<file path="src/rtl/conv_agu_pkg.sv">
// Shared types and constants for the convolution address generator (conv_agu).
package conv_agu_pkg;

    typedef enum logic [2:0] {
        StIdle,
        StIdxRd,
        StLoad,
        StSweep,
        StDone
    } state_e;

    localparam logic [1:0]  MODE_CONV_FWD = 2'b00;
    localparam logic [1:0]  MODE_CONV_BWD = 2'b10;
    localparam int unsigned KERNEL_SIZE   = 3;
    localparam int unsigned ADDR_X_W      = 2;

    // Largest legal kernel tap index; anything above is a padding tap.
    localparam logic [7:0] KERNEL_MAX_IDX = 8'(KERNEL_SIZE * KERNEL_SIZE - 1);

endpackage

</file>
<file path="src/rtl/conv_agu_coord.sv">
// Combinational tap decode and coordinate/pad/address computation for conv_agu.
module conv_agu_coord
    import conv_agu_pkg::*;
(
    input  logic [1:0] mode,
    input  logic [3:0] v,
    input  logic [7:0] t,
    input  logic       pad_u,
    input  logic       pad_l,
    input  logic [5:0] lim_r,
    input  logic [5:0] lim_d,
    output logic [7:0] addr,
    output logic       pad
);

    logic [7:0]        v_eff;
    logic [7:0]        kx;
    logic [7:0]        ky;
    logic signed [7:0] x;
    logic signed [7:0] y;

    always_comb begin
        case (mode)
            MODE_CONV_BWD: v_eff = 8'd8 - {4'd0, v};
            MODE_CONV_FWD: v_eff = {4'd0, v};
            default:       v_eff = {4'd0, v};
        endcase
        kx = v_eff % 8'(KERNEL_SIZE);
        ky = v_eff / 8'(KERNEL_SIZE);
    end

    // Column step is t[0], row step is t >> 1.
    always_comb begin
        x = $signed({7'd0, t[0]}) + $signed(kx) - $signed({7'd0, pad_l});
        y = $signed({1'b0, t[7:1]}) + $signed(ky) - $signed({7'd0, pad_u});
    end

    always_comb begin
        pad = x[7] || (x > $signed({2'b00, lim_d}))
           || y[7] || (y > $signed({2'b00, lim_r}))
           || ({4'd0, v} > KERNEL_MAX_IDX);
        addr = pad ? 8'd0 : {y[7-ADDR_X_W:0], x[ADDR_X_W-1:0]};
    end

endmodule

</file>
<file path="src/rtl/conv_agu.sv">
// Convolution address generator: walks idx-buffer taps and sweeps activation addresses.
// Optional CONV_AGU_STALL_EN adds a stall input that freezes the whole block.
module conv_agu
    import conv_agu_pkg::*;
(
    input  logic       clk,
    input  logic       rst,
`ifdef CONV_AGU_STALL_EN
    input  logic       stall,
`endif
    input  logic       start,
    input  logic [1:0] conf_mode,
    input  logic [7:0] conf_idx_cnt,
    input  logic [7:0] conf_trip_cnt,
    input  logic       conf_is_new,
    input  logic       conf_pad_u,
    input  logic       conf_pad_l,
    input  logic [5:0] conf_lim_r,
    input  logic [5:0] conf_lim_d,
    input  logic [5:0] conf_row_cnt,
    output logic       idx_rd_en,
    output logic [7:0] idx_rd_addr,
    input  logic [3:0] idx_rd_data,
    output logic       act_vld,
    output logic [7:0] act_addr,
    output logic       act_pad,
    output logic       acc_clr,
    output logic       idx_last,
    output logic       trip_last,
    output logic       busy,
    output logic       done
);

`ifndef CONV_AGU_STALL_EN
    logic stall;
    assign stall = 1'b0;
`endif

    state_e     state_q, state_d;
    logic [7:0] idx_q, idx_d;
    logic [7:0] t_q, t_d;
    logic [3:0] v_q;
    logic       rd_issued_q;

    logic [1:0] mode_q;
    logic [7:0] idx_cnt_q;
    logic [7:0] trip_q;
    logic       is_new_q;
    logic       pad_u_q;
    logic       pad_l_q;
    logic [5:0] lim_r_q;
    logic [5:0] lim_d_q;
    logic [5:0] row_cnt_q;

    logic       launch;
    logic       in_sweep;
    logic       last_idx;
    logic       last_trip;
    logic [7:0] coord_addr;
    logic       coord_pad;
    logic       unused_row_cnt;

    assign unused_row_cnt = ^row_cnt_q;

    assign launch    = (state_q == StIdle) && start;
    assign in_sweep  = (state_q == StSweep);
    assign last_idx  = (idx_q == idx_cnt_q - 8'd1);
    assign last_trip = (t_q == trip_q - 8'd1);

    always_ff @(posedge clk) begin
        if (rst) begin
            state_q     <= StIdle;
            idx_q       <= 8'd0;
            t_q         <= 8'd0;
            v_q         <= 4'd0;
            rd_issued_q <= 1'b0;
            mode_q      <= 2'd0;
            idx_cnt_q   <= 8'd0;
            trip_q      <= 8'd0;
            is_new_q    <= 1'b0;
            pad_u_q     <= 1'b0;
            pad_l_q     <= 1'b0;
            lim_r_q     <= 6'd0;
            lim_d_q     <= 6'd0;
            row_cnt_q   <= 6'd0;
        end else begin
            // Read data is only trusted if the preceding IDX_RD cycle really issued.
            rd_issued_q <= (state_q == StIdxRd) && !stall;
            if (!stall) begin
                state_q <= state_d;
                idx_q   <= idx_d;
                t_q     <= t_d;
            end
            if (launch && !stall) begin
                mode_q    <= conf_mode;
                idx_cnt_q <= conf_idx_cnt;
                trip_q    <= conf_trip_cnt;
                is_new_q  <= conf_is_new;
                pad_u_q   <= conf_pad_u;
                pad_l_q   <= conf_pad_l;
                lim_r_q   <= conf_lim_r;
                lim_d_q   <= conf_lim_d;
                row_cnt_q <= conf_row_cnt;
            end
            if ((state_q == StLoad) && rd_issued_q) begin
                v_q <= idx_rd_data;
            end
        end
    end

    always_comb begin
        state_d = state_q;
        idx_d   = idx_q;
        t_d     = t_q;
        case (state_q)
            StIdle: begin
                if (start) begin
                    idx_d   = 8'd0;
                    t_d     = 8'd0;
                    state_d = (conf_idx_cnt == 8'd0) ? StDone : StIdxRd;
                end
            end
            StIdxRd: state_d = StLoad;
            StLoad: begin
                t_d = 8'd0;
                if (trip_q != 8'd0) begin
                    state_d = StSweep;
                end else if (!last_idx) begin
                    idx_d   = idx_q + 8'd1;
                    state_d = StIdxRd;
                end else begin
                    state_d = StDone;
                end
            end
            StSweep: begin
                if (!last_trip) begin
                    t_d = t_q + 8'd1;
                end else begin
                    t_d = 8'd0;
                    if (!last_idx) begin
                        idx_d   = idx_q + 8'd1;
                        state_d = StIdxRd;
                    end else begin
                        state_d = StDone;
                    end
                end
            end
            StDone:  state_d = StIdle;
            default: state_d = StIdle;
        endcase
    end

    conv_agu_coord u_coord (
        .mode  (mode_q),
        .v     (v_q),
        .t     (t_q),
        .pad_u (pad_u_q),
        .pad_l (pad_l_q),
        .lim_r (lim_r_q),
        .lim_d (lim_d_q),
        .addr  (coord_addr),
        .pad   (coord_pad)
    );

    // Under stall the address/flags hold their value; only the strobes drop.
    always_comb begin
        idx_rd_en   = (state_q == StIdxRd) && !stall;
        idx_rd_addr = (state_q == StIdxRd) ? idx_q : 8'd0;
        act_vld     = in_sweep && !stall;
        act_addr    = in_sweep ? coord_addr : 8'd0;
        act_pad     = in_sweep && coord_pad;
        acc_clr     = in_sweep && (t_q == 8'd0) && (idx_q == 8'd0) && is_new_q;
        idx_last    = in_sweep && last_idx;
        trip_last   = in_sweep && last_trip;
        busy        = (state_q != StIdle);
        done        = (state_q == StDone);
    end

endmodule

</file>
<file path="config.mk">
export PLATFORM = sky130hd
export DESIGN_NAME = conv_agu
export DESIGN_NICKNAME = d
export VERILOG_FILES = /design/src/rtl/conv_agu_pkg.sv /design/src/rtl/conv_agu_coord.sv /design/src/rtl/conv_agu.sv
export SDC_FILE = /design/constraint.sdc
export NUM_CORES = 1
export LEC_CHECK = 0
export CAP_MARGIN = 20
export CORE_UTILIZATION = 46
export DETAILED_ROUTE_END_ITERATION = 6
export HOLD_SLACK_MARGIN = 0.1
export PLACE_DENSITY = 0.71
export SLEW_MARGIN = 20
export SYNTH_ARGS = -nofsm -noshare
export SYNTH_HDL_FRONTEND = slang
export SYNTH_HIERARCHICAL = 1
export SYNTH_SLANG_ARGS = --single-unit
</file>
<file path="constraint.sdc">
create_clock -name clk -period 18.59 [get_ports clk]
set_input_delay 1.859 -clock clk [delete_from_list [all_inputs] [get_ports clk]]
set_output_delay 1.859 -clock clk [all_outputs]
set_load 0.01 [all_outputs]
</file>
==> impl_metrics.env, run 1 <==
export IMPL_dieArea_um2=10990
export IMPL_io_pins=70
export IMPL_synth_top_family_by_area="simple AND/OR/NAND/NOR gates"
export IMPL_grt_usage_pct=22.19
export IMPL_wire_per_inst_um=14.03
export IMPL_pwr_share_clk_pct=29.9
export IMPL_seq_power_share_pct=34.7
export IMPL_antenna_found_initial=0
export IMPL_area_delta_synth_final_pct=18.42
export IMPL_synth_edf_count=0
export IMPL_cts_sinks=57
export IMPL_worstSetupPathType="reg -> out"
export IMPL_antenna_cells=0
export IMPL_syn_mean_instance_area_um2=7.577
export IMPL_p_switching_uw=140.7
export IMPL_drt_iter0_drc=154
export IMPL_worst_slew_pin_slew_ns=1.021
export IMPL_vias=4533
export IMPL_maxCapViolCount=0
export IMPL_yosysSeqAreaShare_pct=23.46
export IMPL_final_cell_mix="nand2_1 (101), clkdlybuf4s50_1 (62), inv_1 (61)"
export IMPL_final_hold_violation_count=0
export IMPL_setup_tns_ns=0
export IMPL_gp_congestion=0.8147
export IMPL_cts_max_level=3
export IMPL_grt_setup_unrepaired="no"
export IMPL_synthAdderAreaFrac_pct=12.65
export IMPL_worstSkewPairLatency_ns=0.36
export IMPL_grt_start_max_net_pins=57
export IMPL_clockRootBuffer="clkbuf_8"
export IMPL_pwr_share_comb_pct=35.4
export IMPL_synth_compound_area_share_pct=18.18
export IMPL_pre_cts_ws_ns=8.535
export IMPL_finClkSkew_ns=0.01186
export IMPL_grt_pass1_wl_um=19690
export IMPL_finish_utilization_pct=56.05
export IMPL_netlist_area_um2=4865
export IMPL_synthMuxAreaShare_pct=3.318
export IMPL_ant_nets=0
export IMPL_portBuffers=63
export IMPL_drive_above_1_share_pct=6.466
export IMPL_layout_setup_ws_ns=8.102
export IMPL_slowest_stage="nor4_4"
export IMPL_async_flop_share_pct=0
export IMPL_synth_xor_area_share_pct=7.896
export IMPL_cp_end_kind="output pin"
export IMPL_syn_inst=642
export IMPL_hp_class="reg -> reg"
export IMPL_yosysTopAreaCell="dfxtp_1"
export IMPL_ys_top_cells_by_area="dfxtp_1 (23%), ha_1 (12%), nand2_1 (7.8%), a21oi_1 (5.2%), inv_1 (4.7%)"
export IMPL_grt_pass1_vias=4348
export IMPL_synthSimpleGateAreaFrac_pct=27.01
export IMPL_cell_internal_pwr_uw=253.1
export IMPL_synth_warnings=6
export IMPL_crit_required_ns=16.73
export IMPL_die_h_um=104.8
export IMPL_path_delay_family="simple AND/OR/NAND/NOR gates"
export IMPL_post_cts_buffers=0
export IMPL_setup_violations=0
export IMPL_slew_headroom_pct=31.94
export IMPL_crit_top_cell="ha_1"
export IMPL_finalCritPeriodShare_pct=56.42
export IMPL_drt_wl_total_um=11680
export IMPL_critPathMaxFanout=10
export IMPL_yosysTopAreaCellShare_pct=23.46
export IMPL_fp_row_count=37
export IMPL_clkSlewWorstSetupHoldPaths_ns=0.07
export IMPL_power_density_nw_per_um2=68.37
export IMPL_synth_main_ff_cell="dfxtp_1"
export IMPL_p_sw_share_pct=35.74
export IMPL_core_um2=10280
export IMPL_hold_buffers=0
export IMPL_finalCriticalPeriod_ns=10.49
export IMPL_via_per_inst=5.448
export IMPL_max_freq_ghz=0.09535
export IMPL_maxSlewViolCount=0
export IMPL_p_leak_nw=2.375
export IMPL_slowest_delay_ns=0.54
export IMPL_nNetsFinal=785
export IMPL_fillCellCount=1011
export IMPL_gr_total_overflow=0
export IMPL_cp_start_kind="register"
export IMPL_cts_tree="done"
export IMPL_ir_drop_v=0.00004748
export IMPL_yosys_register_bits=57
export IMPL_cts_buffers=9
export IMPL_yosysUniqueCellTypes=81
export IMPL_drc_errors=0
export IMPL_start_util_pct=47.33
export IMPL_ctsResizeCount=0
export IMPL_drt_pass1_iter_count=4
export IMPL_layout_commonest_cell="nand2_1"
export IMPL_die_width_um=104.8
export IMPL_cp_data_arrival_time_ns=8.63
export IMPL_post_dp_hpwl_um=9016
export IMPL_clock_path_buffers=2
export IMPL_cp_num_buf_inv=5
export IMPL_status="finished, final reports clean"
==> final cells by class <==
cell class | count | area (um^2) | share of cell area, %
clock inverters | 7 | 70.07 | 1.216
well taps | 136 | 170.2 | 2.954
multi-input cells | 494 | 3367 | 58.45
flip-flops and latches | 57 | 1141 | 19.81
clock buffers | 9 | 123.9 | 2.150
inverters | 64 | 240.2 | 4.170
repair buffers | 65 | 648.1 | 11.25
==> flip-flops by register name, indices dropped and copies added, names as in the netlist <==
register     count
trip_q           8
state_q          3
idx_cnt_q        8
v_q              4
is_new_q         1
lim_d_q          6
idx_q            8
pad_l_q          1
rd_issued_q      1
pad_u_q          1
mode_q           2
t_q              8
lim_r_q          6
==> metrics by stage <==
step                      total power, mW  hold slack (ns)  area (um^2)  std cells
final                              0.3939           0.4556         5761        832
after global routing               0.4198           0.4863         5761        832
after CTS                          0.3959           0.4571         5761        832
after detailed placement           0.2778           0.4474         5567        816
after global placement             0.2722           0.4446         5552        815
after floorplan                    0.2431           0.4316         4868        643
==> worst paths after layout <==
check	startpoint	cells after the start	to	slack, ns
hold reg to reg	lim_r_q[3]	2	lim_r_q[3]	0.46
hold / removal	lim_r_q[3]	2	lim_r_q[3]	0.46
setup / recovery	v_q[0]	34	act_addr[4]	8.10
setup reg to reg	trip_q[0]	9	state_q[2]	16.06
==> cells by family (layout without fill, tap and decap cells) <==
| kind of cell | after synthesis | in the layout |
|---|---|---|
| fa+ha+maj | 48 | 48 |
| other cells | 1 | 2 |
| flops | 57 | 57 |
| xor+xnor | 43 | 43 |
| mux | 15 | 15 |
| simple gates | 262 | 262 |
| buf+inv | 92 | 145 |
| compound gates | 124 | 124 |
==> power by group through the flow <==
stage	logic, mW	registers, mW	clock network [mW]
after detailed placement	0.138	0.140	0
after CTS	0.139	0.137	0.120
final	0.139	0.137	0.118
after global placement	0.133	0.139	0
after floorplan	0.108	0.136	0
after global routing	0.158	0.138	0.124
==> cell usage after synthesis, types with 3 or more instances <==
cell type	instances
nor4_1	6
xnor2_1	25
and3_1	13
o211ai_1	5
a21o_1	6
nand2b_1	8
nor2b_1	7
ha_1	46
nor3b_1	7
dfxtp_1	57
nand4_1	9
nor3_2	3
nor2_1	38
inv_1	61
inv_2	3
nor3_1	23
a211o_1	3
a221oi_1	3
a22oi_1	3
nand2_1	101
a21oi_1	51
and2_1	11
or3_1	8
o21ai_0	11
mux2i_1	12
clkbuf_1	22
xor2_1	17
buf_2	3
nand3_1	12
==> routing by layer <==
layer	share of wire [%]	global-route usage [%]
met3	3.7	4.492
met2	47	39.07
met5	0	0
met4	1.5	6.539
met1	48	27.14
==> tightest hold or removal path, stage by stage (launching register included) <==
cell	delay (ns)
dfxtp_1	0.31
nand2_1	0.05
a21oi_1	0.05
Power figures use the tool's default switching activity.
==> run 2: changes to the inputs <==
- PLACE_DENSITY: 0.71 -> 0.74
- clock period: 18.59 -> 9.2 ns (I/O delays scaled with it)
==> run 2 against run 1 <==
  * Largest power group unchanged
  * Combinational power increased by 110%
  * Utilization rose by 0.58 points
  * Via count barely moved
  * Clock power rose by 110%
  * Critical path type unchanged
  * Wire length rose by 1.1%
  * Sequential power up 100%
  * Hold slack is essentially flat
  * Sequential share of layout area shrank 0.18 points
  * Clock skew fell by 0.0050 ns
==> impl_metrics.env, run 2 (synthesis results as in run 1) <==
export IMPL_status="finished, final reports clean"
export IMPL_finalCritPeriodShare_pct=94.24
export IMPL_setup_tns_ns=0
export IMPL_seq_power_share_pct=34.0
export IMPL_hp_class="reg -> reg"
export IMPL_area_delta_synth_final_pct=19.65
export IMPL_cts_sinks=57
export IMPL_pwr_share_clk_pct=30.3
export IMPL_reg2reg_slack_ns=6.70
export IMPL_cp_start_kind="register"
export IMPL_nNetsFinal=785
export IMPL_drt_iter0_drc=238
export IMPL_post_dp_hpwl_um=9056
export IMPL_clock_path_buffers=2
export IMPL_p_leak_nw=2.374
export IMPL_via_per_inst=5.450
export IMPL_slowest_stage="clkdlybuf4s50_1"
export IMPL_cts_max_level=3
export IMPL_crit_end="act_addr[4]"
export IMPL_clockRootBuffer="clkbuf_8"
export IMPL_setup_violations=0
export IMPL_cp_end_kind="output pin"
export IMPL_cts_buffers=9
export IMPL_start_util_pct=47.33
export IMPL_maxCapViolCount=0
export IMPL_layout_commonest_cell="nand2_1"
export IMPL_cts_tree="done"
export IMPL_clkSlewWorstSetupHoldPaths_ns=0.06
export IMPL_finish_utilization_pct=56.64
export IMPL_vias=4534
export IMPL_pwr_share_comb_pct=35.7
export IMPL_maxSlewViolCount=0
export IMPL_slowest_delay_ns=0.53
export IMPL_worstSetupPathType="reg -> out"
export IMPL_finClkSkew_ns=0.006881
export IMPL_wire_per_inst_um=14.18
export IMPL_grt_pass1_wl_um=19980
export IMPL_ant_nets=0
export IMPL_die_h_um=104.8
export IMPL_worst_slew_pin_slew_ns=0.9868
export IMPL_core_um2=10280
export IMPL_antenna_cells=0
export IMPL_drc_errors=0
export IMPL_dieArea_um2=10990
export IMPL_cp_data_arrival_time_ns=7.75
export IMPL_r2r_cells=9
export IMPL_drt_pass1_iter_count=5
export IMPL_grt_start_max_net_pins=57
export IMPL_io_pins=70
export IMPL_grt_pass1_vias=4272
export IMPL_p_sw_share_pct=34.73
export IMPL_drt_wl_total_um=11800
export IMPL_timing_rr_end="idx_q[2]"
export IMPL_reg2reg_from="trip_q[0]"
export IMPL_gr_total_overflow=0
export IMPL_hold_buffers=0
export IMPL_p_switching_uw=281.9
export IMPL_drive_above_1_share_pct=7.902
export IMPL_gp_congestion=0.8586
export IMPL_finalCriticalPeriod_ns=8.670
export IMPL_crit_required_ns=8.28
export IMPL_critPathMaxFanout=10
export IMPL_cell_internal_pwr_uw=529.8
export IMPL_antenna_found_initial=0
export IMPL_max_freq_ghz=0.1153
export IMPL_worstSkewPairLatency_ns=0.34
export IMPL_die_width_um=104.8
export IMPL_final_cell_mix="nand2_1 (99), clkdlybuf4s50_1 (62), inv_1 (61)"
export IMPL_ir_drop_v=0.00007527
export IMPL_portBuffers=63
export IMPL_startpoint="v_q[0]"
export IMPL_fp_row_count=37
export IMPL_slew_headroom_pct=34.21
export IMPL_grt_usage_pct=22.30
export IMPL_power_density_nw_per_um2=139.5
export IMPL_final_hold_violation_count=0
run 2: cell types whose count changed in the layout (fill, tap and decap cells not counted), sizes merged:
cell / change
clkbuf: +3
clkinv: -2
inv: -1
run 2: final cells by class:
| class | count | area, um^2 |
|---|---|---|
| clock buffer | 12 | 155.1 |
| clock inverter | 4 | 51.30 |
| fill | 978 | 4457 |
| inverter | 64 | 240.2 |
| multi-input combinational | 494 | 3421 |
| sequential | 57 | 1142 |
| tap | 136 | 170.2 |
| timing repair buffer | 65 | 640.6 |
run 2: routing by layer:
layer,global-route usage (%),up-vias,wire (um)
met5,0,-,0
met4,5.332,0,75
met3,3.868,7,478
met2,38.93,99,5643
met1,28.39,2106,5602
li1,-,2322,-
run 2: worst min-delay path by stage:
stage,endpoint,cells past startpoint,from,slack (ns)
3_5_place_dp,lim_r_q[2],2,lim_r_q[2],0.45
3_3_place_gp,lim_r_q[1],2,lim_r_q[1],0.45
5_1_grt,is_new_q,2,is_new_q,0.48
6_report,lim_r_q[2],2,lim_r_q[2],0.46
4_1_cts,lim_r_q[2],2,lim_r_q[2],0.46
2_1_floorplan,is_new_q,2,is_new_q,0.43
run 2: critical path, delay by kind of cell, from the launching register on:
kind,cells,cell delay [ns]
buffers and inverters,5,0.91
AOI/OAI and AO/OA,4,0.85
DFF,1,0.37
xor gates and xnor gates,5,0.86
and+or+nand+nor,12,2.30
adders and majority gates,8,2.09
run 2: what timing repair did:
item | CTS | global route
endpoints found under the setup margin | 1 | 9
pin swaps | 0 | 2
resized for setup | 1 | 10
buffers inserted | 0 | 1
hold endpoints to repair | 0 | 0
run 2: power by group through the flow:
stage	registers (mW)	logic [mW]	clock network (mW)
finish	0.276	0.290	0.246
global placement	0.281	0.269	0
detailed placement	0.282	0.280	0
CTS	0.276	0.285	0.250
global route	0.279	0.325	0.264
floorplan	0.274	0.217	0
run 2: stage by stage:
step | setup slack (ns) | hold slack (ns) | cells | area, um^2 | power [mW]
after floorplan | 1.483 | 0.4316 | 643 | 4868 | 0.4913
after global placement | 0.6207 | 0.4469 | 815 | 5552 | 0.5504
after detailed placement | 0.4206 | 0.4502 | 815 | 5552 | 0.5621
after CTS | 0.1234 | 0.4587 | 831 | 5764 | 0.8114
after global routing | -0.004498 | 0.4845 | 832 | 5821 | 0.8673
final | 0.5303 | 0.4553 | 832 | 5821 | 0.8117
==> run 3: changes to the inputs <==
- CORE_UTILIZATION: 46 -> 51
- PLACE_DENSITY: 0.74 -> 0.8
==> run 3 against run 2 <==
  * Sequential cell count stayed put
  * Register-to-register slack better by 0.02 ns
  * Fmax is 0.56% lower
  * Setup slack worse by 0.049 ns
  * Combinational power is 3% higher
  * Sequential share of layout area is 0.10 points higher
  * Non-clock buffer count is 1 higher
  * Utilization is 6.0 points higher
  * Clock skew is 0.0030 ns higher
  * Power is 4.3% lower
  * Sequential power hardly changed
  * Die area is 9.6% lower
  * Largest power group unchanged
  * Highest routed layer unchanged
==> impl_metrics.env, run 3 (synthesis results as in run 1) <==
export IMPL_status="finished, final reports clean"
export IMPL_drive_above_1_share_pct=7.615
export IMPL_gp_congestion=0.8455
export IMPL_maxSlewViolCount=0
export IMPL_fin_worst_hold_slack_ns=0.4553
export IMPL_start_util_pct=52.65
export IMPL_placed_area_um2=5550
export IMPL_hold_buffers=0
export IMPL_fillCellCount=796
export IMPL_cp_start_kind="register"
export IMPL_portBuffers=63
export IMPL_cts_tree="done"
export IMPL_cts_max_level=3
export IMPL_cts_buffers=9
export IMPL_wire_per_inst_um=14.13
export IMPL_final_hold_violation_count=0
export IMPL_final_cell_mix="nand2_1 (99), clkdlybuf4s50_1 (62), inv_1 (61)"
export IMPL_clkSlewWorstSetupHoldPaths_ns=0.06
export IMPL_grt_start_max_net_pins=57
export IMPL_finalPower_uw=777.2
export IMPL_worstSetupPathType="reg -> out"
export IMPL_gr_total_overflow=0
export IMPL_worst_slew_pin_slew_ns=1.008
export IMPL_worstSkewPairLatency_ns=0.35
export IMPL_finalInstanceArea_um2=5784
export IMPL_clockRootBuffer="clkbuf_8"
export IMPL_fin_cells=825
export IMPL_drt_pass1_iter_count=5
export IMPL_finalCritPeriodShare_pct=94.77
export IMPL_slew_headroom_pct=32.81
export IMPL_finalCriticalPeriod_ns=8.719
export IMPL_finClkSkew_ns=0.009927
export IMPL_max_freq_ghz=0.1147
export IMPL_setup_violations=0
export IMPL_clock_path_buffers=2
export IMPL_slowest_delay_ns=0.54
export IMPL_slowest_stage="clkdlybuf4s50_1"
export IMPL_grt_pass1_vias=4450
export IMPL_drt_wl_total_um=11660
export IMPL_ir_drop_v=0.00008398
export IMPL_power_density_nw_per_um2=134.4
export IMPL_cp_data_arrival_time_ns=7.80
export IMPL_place_inst=809
export IMPL_layout_setup_ws_ns=0.4815
export IMPL_die_width_um=99.67
export IMPL_ant_nets=0
export IMPL_drc_errors=0
export IMPL_grt_pass1_wl_um=19970
export IMPL_p_leak_nw=2.364
export IMPL_setup_tns_ns=0
export IMPL_cp_end_kind="output pin"
export IMPL_layout_commonest_cell="nand2_1"
export IMPL_reg2reg_slack_ns=6.72
export IMPL_crit_required_ns=8.28
export IMPL_antenna_found_initial=0
export IMPL_pre_cts_ws_ns=0.3443
export IMPL_drt_iter0_drc=149
export IMPL_io_pins=70
export IMPL_post_dp_hpwl_um=8733
export IMPL_critPathMaxFanout=10
export IMPL_core_um2=9240
export IMPL_vias=4582
export IMPL_hp_class="reg -> reg"
export IMPL_maxCapViolCount=0
export IMPL_via_per_inst=5.554
export IMPL_antenna_cells=0
export IMPL_area_delta_synth_final_pct=18.90
export IMPL_finish_utilization_pct=62.60
export IMPL_cts_sinks=57
export IMPL_grt_usage_pct=24.84
export IMPL_dieArea_um2=9933
export IMPL_die_h_um=99.67
export IMPL_fp_row_count=35
export IMPL_nNetsFinal=786
[run 3: timing repair]
item	CTS	global route
endpoints found under the setup margin	6	9
setup buffers	0	1
pin swaps	0	1
gates resized for setup	1	11
[run 3: layer usage]
metal / wire (um) / track usage (%)
met1: 5276 / 30.47
met2: 5675 / 43.40
met3: 551 / 4.427
met4: 157 / 8.824
met5: 0 / 0
[run 3: worst paths after layout]
check	to	start	depth (start not counted)
max	act_addr[4]	v_q[0]	34
min	lim_d_q[3]	lim_d_q[3]	2
max reg2reg	idx_q[5]	trip_q[0]	9
min reg2reg	lim_d_q[3]	lim_d_q[3]	2
[run 3: layout make-up]
type	count	area (um^2)	area share [%]
timing repair buffer	66	648.1	11.20
multi-input combinational	494	3431	59.31
clock inverter	3	17.52	0.3028
sequential	57	1141	19.73
clock buffer	12	145.1	2.509
tap	129	161.4	2.790
inverter	64	240.2	4.153
[run 3: worst max-delay path, delay by kind of cell (launching register included)]
kind	cells	cell delay, ns
and+or+nand+nor	12	2.35
adders and majority gates	8	2.14
buffers and inverters	5	0.96
AOI/OAI and AO/OA	4	0.83
xor gates and xnor gates	5	0.78
DFF	1	0.41
[run 3: power breakdown]
group / internal (mW) / switching, mW
Combinational: 0.134 / 0.163
Clock: 0.103 / 0.100
Sequential: 0.260 / 0.0169
Total: 0.497 / 0.281
